==> src/rtl/pipeline_pkg.sv <==
// Shared constants and types for the foreground fetch path of the compositing pipeline.
package pipeline_pkg;

  localparam int R_WIDTH           = 5;
  localparam int G_WIDTH           = 6;
  localparam int B_WIDTH           = 5;
  localparam int PIXEL_SIZE        = R_WIDTH + G_WIDTH + B_WIDTH;
  localparam int PRECISION         = 11;
  localparam int FG_WIDTH          = 800;
  localparam int FG_HEIGHT         = 600;
  localparam int FETCH_DELAY       = 6;
  localparam int SRAM_READ_LATENCY = 3;
  localparam int ADDR_WIDTH        = 20;

  localparam logic [ADDR_WIDTH-1:0] BANK_OFFSET = ADDR_WIDTH'(FG_WIDTH * FG_HEIGHT);

  typedef struct packed {
    logic valid;
    logic skip;
  } resp_tag_t;

  // Constant multiply by the row pitch, unrolled into shift-add terms.
  function automatic logic [ADDR_WIDTH-1:0] mul_fg_width(input logic [ADDR_WIDTH-1:0] v);
    logic [ADDR_WIDTH-1:0] acc;
    acc = '0;
    for (int i = 0; i < 31; i++) begin
      if (FG_WIDTH[i]) acc = acc + (v << i);
    end
    return acc;
  endfunction

endpackage

==> src/rtl/pipeline_delay_line.sv <==
// Reset-clearable shift register with one intermediate tap.
module pipeline_delay_line #(
  parameter int unsigned WIDTH = 1,
  parameter int unsigned DEPTH = 1,
  parameter int unsigned TAP   = 0
) (
  input  logic             i_clk,
  input  logic             i_rst_n,
  input  logic [WIDTH-1:0] i_data,
  output logic [WIDTH-1:0] o_data,
  output logic [WIDTH-1:0] o_tap
);

  if (DEPTH == 0) begin : g_bypass
    assign o_data = i_data;
    assign o_tap  = i_data;
  end else begin : g_shift
    logic [WIDTH-1:0] r_stage [DEPTH];

    always_ff @(posedge i_clk) begin
      if (!i_rst_n) begin
        for (int k = 0; k < int'(DEPTH); k++) r_stage[k] <= '0;
      end else begin
        r_stage[0] <= i_data;
        for (int k = 1; k < int'(DEPTH); k++) r_stage[k] <= r_stage[k-1];
      end
    end

    assign o_data = r_stage[DEPTH-1];
    assign o_tap  = r_stage[TAP];
  end

endmodule

==> src/rtl/pipeline_foreground_fetch_responder.sv <==
// Answers foreground pixel requests from a double-buffered SRAM frame store with a fixed
// request-to-response latency and full throughput.
module pipeline_foreground_fetch_responder
  import pipeline_pkg::*;
(
  input  logic                   clk,
  input  logic                   rst_n,
  input  logic                   req_valid,
  input  logic signed [PRECISION:0] req_x,
  input  logic signed [PRECISION:0] req_y,
  input  logic                   req_active,
  input  logic                   frame_start,
  input  logic                   ctrl_fb_select,
  output logic [PIXEL_SIZE-1:0]  resp_pixel,
  output logic                   resp_skip,
  output logic                   resp_ready,
  output logic [ADDR_WIDTH-1:0]  sram_addr,
  output logic                   sram_re,
  input  logic [PIXEL_SIZE-1:0]  sram_rdata,
  input  logic                   sram_rvalid,
  output logic                   active_bank,
  output logic                   err_latency
);

  if (FETCH_DELAY < SRAM_READ_LATENCY + 2) begin : g_bad_delay
    $error("FETCH_DELAY must be at least SRAM_READ_LATENCY+2");
  end
  if (2 * FG_WIDTH * FG_HEIGHT > (1 << ADDR_WIDTH)) begin : g_bad_addr
    $error("ADDR_WIDTH cannot hold both frame banks");
  end

  localparam int PAD_DEPTH = FETCH_DELAY - SRAM_READ_LATENCY - 2;

  logic                  r_bank;
  logic                  r_sram_re;
  logic [ADDR_WIDTH-1:0] r_sram_addr;
  logic                  r_err;
  logic                  r_cap_miss;
  logic [PIXEL_SIZE-1:0] r_cap_pixel;

  logic                  w_bank;
  logic                  w_in_range;
  logic [ADDR_WIDTH-1:0] w_x;
  logic [ADDR_WIDTH-1:0] w_y;
  logic [ADDR_WIDTH-1:0] w_addr;
  logic                  w_expect;
  resp_tag_t             w_tag_in;
  resp_tag_t             w_tag_cap;
  resp_tag_t             w_tag_out;
  logic [PIXEL_SIZE:0]   w_pad_out;

  // A request coinciding with frame_start already uses the newly selected bank.
  assign w_bank     = frame_start ? ctrl_fb_select : r_bank;
  assign w_in_range = req_active && (req_x >= 0) && (req_x < FG_WIDTH) &&
                      (req_y >= 0) && (req_y < FG_HEIGHT);
  assign w_x        = ADDR_WIDTH'(req_x[PRECISION-1:0]);
  assign w_y        = ADDR_WIDTH'(req_y[PRECISION-1:0]);
  assign w_addr     = (w_bank ? BANK_OFFSET : '0) + mul_fg_width(w_y) + w_x;

  assign w_tag_in.valid = req_valid;
  assign w_tag_in.skip  = ~w_in_range;

  // Slot whose read data is due on sram_rdata this cycle.
  assign w_expect = w_tag_cap.valid & ~w_tag_cap.skip;

  always_ff @(posedge clk) begin
    if (!rst_n) begin
      r_bank      <= 1'b0;
      r_sram_re   <= 1'b0;
      r_sram_addr <= '0;
      r_err       <= 1'b0;
      r_cap_miss  <= 1'b0;
      r_cap_pixel <= '0;
    end else begin
      r_bank    <= w_bank;
      r_sram_re <= req_valid & w_in_range;
      if (req_valid && w_in_range) r_sram_addr <= w_addr;
      r_cap_miss  <= w_expect & ~sram_rvalid;
      r_cap_pixel <= (w_expect && sram_rvalid) ? sram_rdata : '0;
      r_err       <= r_err | (w_expect & ~sram_rvalid);
    end
  end

  pipeline_delay_line #(
    .WIDTH ($bits(resp_tag_t)),
    .DEPTH (FETCH_DELAY),
    .TAP   (SRAM_READ_LATENCY)
  ) u_tag_line (
    .i_clk   (clk),
    .i_rst_n (rst_n),
    .i_data  (w_tag_in),
    .o_data  (w_tag_out),
    .o_tap   (w_tag_cap)
  );

  pipeline_delay_line #(
    .WIDTH (PIXEL_SIZE + 1),
    .DEPTH (PAD_DEPTH),
    .TAP   (0)
  ) u_pad_line (
    .i_clk   (clk),
    .i_rst_n (rst_n),
    .i_data  ({r_cap_miss, r_cap_pixel}),
    .o_data  (w_pad_out),
    .o_tap   ()
  );

  assign resp_ready  = w_tag_out.valid;
  assign resp_skip   = w_tag_out.valid & (w_tag_out.skip | w_pad_out[PIXEL_SIZE]);
  assign resp_pixel  = w_pad_out[PIXEL_SIZE-1:0];
  assign sram_re     = r_sram_re;
  assign sram_addr   = r_sram_addr;
  assign active_bank = r_bank;
  assign err_latency = r_err;

endmodule
==> config.mk <==
export PLATFORM = sky130hd
export DESIGN_NAME = pipeline_foreground_fetch_responder
export DESIGN_NICKNAME = d
export VERILOG_FILES = /design/src/rtl/pipeline_pkg.sv /design/src/rtl/pipeline_delay_line.sv /design/src/rtl/pipeline_foreground_fetch_responder.sv
export SDC_FILE = /design/constraint.sdc
export NUM_CORES = 1
export LEC_CHECK = 0
export BUFFER_PORTS_ARGS = -buffer_cell sky130_fd_sc_hd__buf_2
export CORE_MARGIN = 2
export CORE_UTILIZATION = 50
export DETAILED_ROUTE_END_ITERATION = 12
export PLACE_DENSITY = 0.8
export SYNTH_ARGS = -nofsm -noshare
export SYNTH_HDL_FRONTEND = slang
export SYNTH_SLANG_ARGS = --single-unit
==> constraint.sdc <==
create_clock -name clk -period 4.15 [get_ports clk]
set_input_delay 0.2075 -clock clk [delete_from_list [all_inputs] [get_ports clk]]
set_output_delay 0.2075 -clock clk [all_outputs]
set_load 0.01 [all_outputs]
==> results.json, run 1 <==
{
  "start_util_pct": 52.0,
  "rows": 30,
  "relSlewSlack_pct": 60.7,
  "grt_overflow": 0,
  "fin_crit_ps": 3450,
  "setup_slack_ps": 701,
  "cts_tree": "done",
  "clock-root-buffer": "clkbuf_8",
  "grt_max_degree": 43,
  "slowest_stage": "fa_1",
  "num_vias": 2518,
  "ys_warn_count": 0,
  "ys_types": 42,
  "worstSetupPathType": "reg -> reg",
  "htreeDepth": 3,
  "clk-insertion-delay-late_ps": 330,
  "drt_pass1_iterations": 4,
  "synth_common_cells": "dfxtp_1, and2_1, ha_1, inv_1, nor2_1",
  "end_kind": "flip-flop",
  "clockBufferDepth": 2,
  "vdd.ir_drop.worst_mv": 0.197,
  "hp-class": "in -> reg",
  "path_clk_slew_ps": 80,
  "finalHoldViolations": 0,
  "cts_sinks": 69,
  "setup_viol": 0,
  "dp.cells": 493,
  "synth_ff_type": "dfxtp_1",
  "path_delay_family": "adder cells",
  "yosys.area.top_type": "dfxtp_1",
  "worst_slew_pin_slew_ps": 590,
  "die_h_um": 88.5,
  "grt_pass1_vias": 2499,
  "drt_iter0_markers": 91,
  "max_stage_delay_ps": 510,
  "nFillCells": 584,
  "grtUsageTotal_pct": 17.7,
  "dieArea_um2": 7840,
  "cp-start-kind": "flip-flop",
  "fin_tns_setup_ps": 0,
  "wl_um": 6410,
  "synthesis.instances": 334,
  "synth_top_area_share_pct": 38.7,
  "hold_buffers": 0,
  "dpl_worst_slack_ps": 440,
  "core_um2": 6870,
  "antenna_found_initial": 0,
  "path_buf_inv": 0,
  "drive_gt1_share_pct": 28.1,
  "nets": 510,
  "power_leakage_nw": 2.02,
  "pin_count": 88,
  "yosys_register_bits": 69,
  "io_buffers": 87,
  "powerDensity_nw_per_um2": 396,
  "yosys-top-cells-area": "dfxtp_1, ha_1, fa_1, and2_1, buf_4",
  "drv_slew": 0,
  "yosysMostFrequentCell": "dfxtp_1",
  "cp_max_fo": 8,
  "syn-num-nets": 436,
  "finClkSkew_ps": 5.57,
  "synth_area_per_cell_um2": 10.7,
  "drc": 0,
  "async_flop_share_pct": 0,
  "cp_cell_sequence": "mux2_2, fa_1, ha_1, ha_1, fa_1, a211oi_1, o21ai_0, a221oi_1, nand4_1, o221ai_2",
  "vias_per_cell": 4.95,
  "post_cts_buffers": 0,
  "wire_per_inst_um": 12.6,
  "finalCritPeriodShare_pct": 83.1,
  "grt_pass1_wl_um": 10700,
  "yosysSeqAreaShare_pct": 38.7,
  "syn2layout_area_growth_pct": 16.3,
  "cts_buffers": 9,
  "fmax_mhz": 290,
  "cts_resized": 0,
  "die_x_um": 88.5,
  "fin_cells": 509,
  "synth-edff-count": 0,
  "arrival_ps": 3710,
  "num_antenna_cells": 0,
  "status": "finished clean",
  "dp_hpwl_um": 5010,
  "gp_congestion": 0.819,
  "cap_violations": 0,
  "rsz0062_at_grt": "false",
  "required_ps": 4410,
  "syn_area_um2": 3570,
  "drtAntennaViolNets": 0
}
## cells by family (layout without fill, tap and decap cells)
logic type | after synthesis | after routing | share of synthesized area (%)
AOI/OAI and AO/OA | 45 | 45 | 9.39
DFF | 69 | 69 | 38.7
adders and majority gates | 55 | 55 | 23.0
muxes | 13 | 13 | 3.68
and+or+nand+nor | 97 | 97 | 16.3
buffers and inverters | 47 | 126 | 6.94
xor gates and xnor gates | 8 | 8 | 1.96
## worst paths after layout
kind	start	end	slack, ps	cells after the start
worst min-delay path	sram_rdata[10]	r_cap_pixel[10]	70	2
worst max register to register	active_bank	sram_addr[18]	700	10
worst max-delay path	active_bank	sram_addr[18]	700	10
worst min register to register	r_cap_pixel[6]	u_pad_line.g_shift.r_stage[0][6]	430	1
## worst register-to-register path, cell delays in order (launching register included)
cell and delay, ps:
dfxtp_1 310, mux2_2 380, fa_1 510, ha_1 310, ha_1 250, fa_1 430, a211oi_1 340, o21ai_0 160
a221oi_1 430, nand4_1 160, o221ai_2 90
## layout by cell type (no fill, tap or decap), types with 2 or more instances in the layout
master      Yosys  layout
nand3_1         3       3
a211oi_1        3       3
fa_1           18      18
nor3_1          2       2
o21a_1          3       3
or4_1           4       4
ha_1           37      37
xor2_1          3       3
a21oi_1         9       9
inv_6           0       2
dfxtp_1        69      69
clkinvlp_4      0       2
a221oi_1        2       2
inv_1          21      21
a21o_1          5       5
nand2_1         8       8
o21bai_1        2       2
nand4_1         5       5
o221ai_2        4       4
and2_1         46      46
o21ai_0        10      10
mux2i_1        12      12
buf_2           0      87
nor2_1         21      21
xnor2_1         5       5
clkbuf_8        0      10
## report_power, final
part	internal [W]	switching [W]	total, W
registers	0.000668	0.00000194	0.000670
logic	0.000208	0.000275	0.000483
clock network	0.000237	0.000256	0.000493
## sequential cells by signal, summed over array words and instances, names as in the netlist
signal and count:
u_tag_line.g_shift.r_stage 12, sram_addr 20, sram_re 1, active_bank 1, err_latency 1, u_pad_line.g_shift.r_stage 17
r_cap_pixel 16, r_cap_miss 1
## cell type report
cell class / count / area, um2 / share of cell area, %
clock buffers: 10 / 138 / 3.31
flip-flops and latches: 69 / 1380 / 33.3
clock inverters: 6 / 46.3 / 1.11
repair buffers: 88 / 443 / 10.7
multi-input cells: 218 / 1940 / 46.8
well taps: 96 / 120 / 2.89
inverters: 22 / 82.6 / 1.99
## routing by layer
layer  GRT usage, %  share of wire [%]  wire length (um)
met5              0                  0                 0
met4           7.99                2.0               128
met3           4.66                5.7               366
met2           30.4                 49              3170
met1           20.7                 43              2750
## stage by stage
stage	instance area, um2	hold slack (ps)	util (%)	total power [W]
detailed placement	3970	413	57.8	0.00117
floorplan	3570	300	-	0.00105
global placement	3970	407	57.8	0.00116
CTS	4150	44.9	60.5	0.00167
global route	4150	52.6	60.5	0.00177
finish	4150	66.3	60.5	0.00165
Power figures use the tool's default switching activity.
==> inputs of run 2 (changes only) <==
==> constraint.sdc (replaced) <==
create_clock -name clk -period 3.3 [get_ports clk]
set_input_delay 0.165 -clock clk [delete_from_list [all_inputs] [get_ports clk]]
set_output_delay 0.165 -clock clk [all_outputs]
set_load 0.01 [all_outputs]
==> results.json, run 2 (synthesized netlist as in run 1, its figures left out) <==
{
  "status": "finished clean",
  "r2r_end": "sram_addr[19]",
  "drtAntennaViolNets": 0,
  "r2r_cells": 11,
  "gp_congestion": 0.878,
  "reg2reg_slack_ps": 150,
  "grt_max_degree": 43,
  "clk-insertion-delay-late_ps": 340,
  "grt_overflow": 0,
  "finalCritPeriodShare_pct": 95.4,
  "rsz0062_at_grt": "true",
  "hp-class": "in -> reg",
  "drv_slew": 0,
  "cp-start-kind": "flip-flop",
  "final_common_cell": "buf_2",
  "worst_slew_pin_slew_ps": 582,
  "seqCellArea_um2": 1380,
  "drt_iter0_markers": 105,
  "setup_viol": 0,
  "cts_buffers": 9,
  "multiInputGateArea_um2": 1970,
  "vias_per_cell": 4.98,
  "design_area_um2": 4300,
  "rows": 30,
  "whs_path_depth": 2,
  "htreeDepth": 3,
  "dieArea_um2": 7840,
  "path_clk_slew_ps": 80,
  "dp_hpwl_um": 5210,
  "num_vias": 2587,
  "wl_um": 6770,
  "cp_max_fo": 6,
  "layout_common_cells": "buf_2, dfxtp_1, and2_1",
  "power_leakage_nw": 2.10,
  "drc": 0,
  "drt_pass1_iterations": 4,
  "arrival_ps": 3410,
  "grt_pass1_vias": 2619,
  "dpl_cell_area_um2": 4050,
  "fin_crit_ps": 3150,
  "drive_gt1_share_pct": 31.0,
  "finalHoldViolations": 0,
  "vdd.ir_drop.worst_mv": 0.384,
  "hold_path_end": "r_cap_pixel[10]",
  "required_ps": 3560,
  "cts_sinks": 69,
  "clockBufferDepth": 2,
  "fmax_mhz": 318,
  "wire_per_inst_um": 13.0,
  "nFillCells": 587,
  "die_h_um": 88.5,
  "pin_count": 88,
  "finClkSkew_ps": 2.81,
  "start_util_pct": 52.0,
  "hp-start": "sram_rdata[10]",
  "nets": 520,
  "cts_resized": 0,
  "clock-root-buffer": "clkbuf_8",
  "relSlewSlack_pct": 61.2,
  "worstSetupPathType": "reg -> reg",
  "cap_violations": 0,
  "cp-startpoint": "active_bank",
  "cts_tree": "done",
  "power_w": 0.00230,
  "num_antenna_cells": 0,
  "largest_reg_flops": 20,
  "core_um2": 6870,
  "antenna_found_initial": 0,
  "end_kind": "flip-flop",
  "post_cts_buffers": 0,
  "grt_pass1_wl_um": 11600,
  "die_x_um": 88.5,
  "grtUsageTotal_pct": 19.2,
  "hold_buffers": 0,
  "powerDensity_nw_per_um2": 534,
  "rr_startpoint": "active_bank",
  "syn2layout_area_growth_pct": 20.3,
  "io_buffers": 87
}
==> run 2: cell count changes in the layout (fill, tap and decap cells not counted), moves of 2 or more <==
cell and change:
bufinv_16 +2, a221oi_1 -2, a221oi_2 +2, buf_4 +10
==> run 2: worst max-delay path by stage <==
| stage | end | slack, ps | cells past startpoint |
|---|---|---|---|
| after floorplan | sram_addr[18] | 0.05 | 11 |
| after global placement | sram_addr[18] | -150 | 12 |
| after detailed placement | sram_addr[18] | -280 | 12 |
| after CTS | sram_addr[18] | 80 | 10 |
| after global routing | sram_addr[19] | -20 | 11 |
| final | sram_addr[19] | 150 | 11 |
==> run 2: per-stage QoR <==
step	hold WS (ps)	cells	setup TNS [ps]	worst slack (ps)	utilization, %
finish	18.2	519	0	151	62.6
global route	8.97	519	-22.8	-22.8	62.6
CTS	5.57	519	0	82.2	62.2
detailed placement	373	503	-871	-281	58.9
global placement	367	503	-377	-145	58.9
floorplan	257	334	0	0.0542	-
==> run 2: power by group <==
group | total [W] | switching (W) | leakage, nW | internal (W)
clock | 0.000780 | 0.000341 | 0.113 | 0.000438
combinational | 0.000673 | 0.000374 | 1.43 | 0.000299
sequential | 0.000842 | 0.00000256 | 0.558 | 0.000840
==> run 2: final cells by class <==
cell class | count | area share [%]
multi-input cells | 218 | 45.7
flip-flops and latches | 69 | 32.1
repair buffers | 98 | 12.1
clock buffers | 9 | 2.88
well taps | 96 | 2.80
clock inverters | 7 | 2.45
inverters | 22 | 1.92
==> run 2: critical path: stages (launching register included) <==
cell and delay (ps):
dfxtp_1 310, mux2_2 310, buf_4 200, fa_1 460, ha_1 300, ha_1 290
ha_2 390, nand3_1 120, nor2_2 170, nand4_1 130, and3b_1 210, a211oi_1 180
==> run 2: per-layer routing <==
layer	part of all wire [%]	track usage [%]	vias up
met5	0	0	-
met2	51	33.6	79
met3	5.5	5.04	8
li1	-	-	1284
met1	42	22.9	1216
met4	0.90	6.47	0
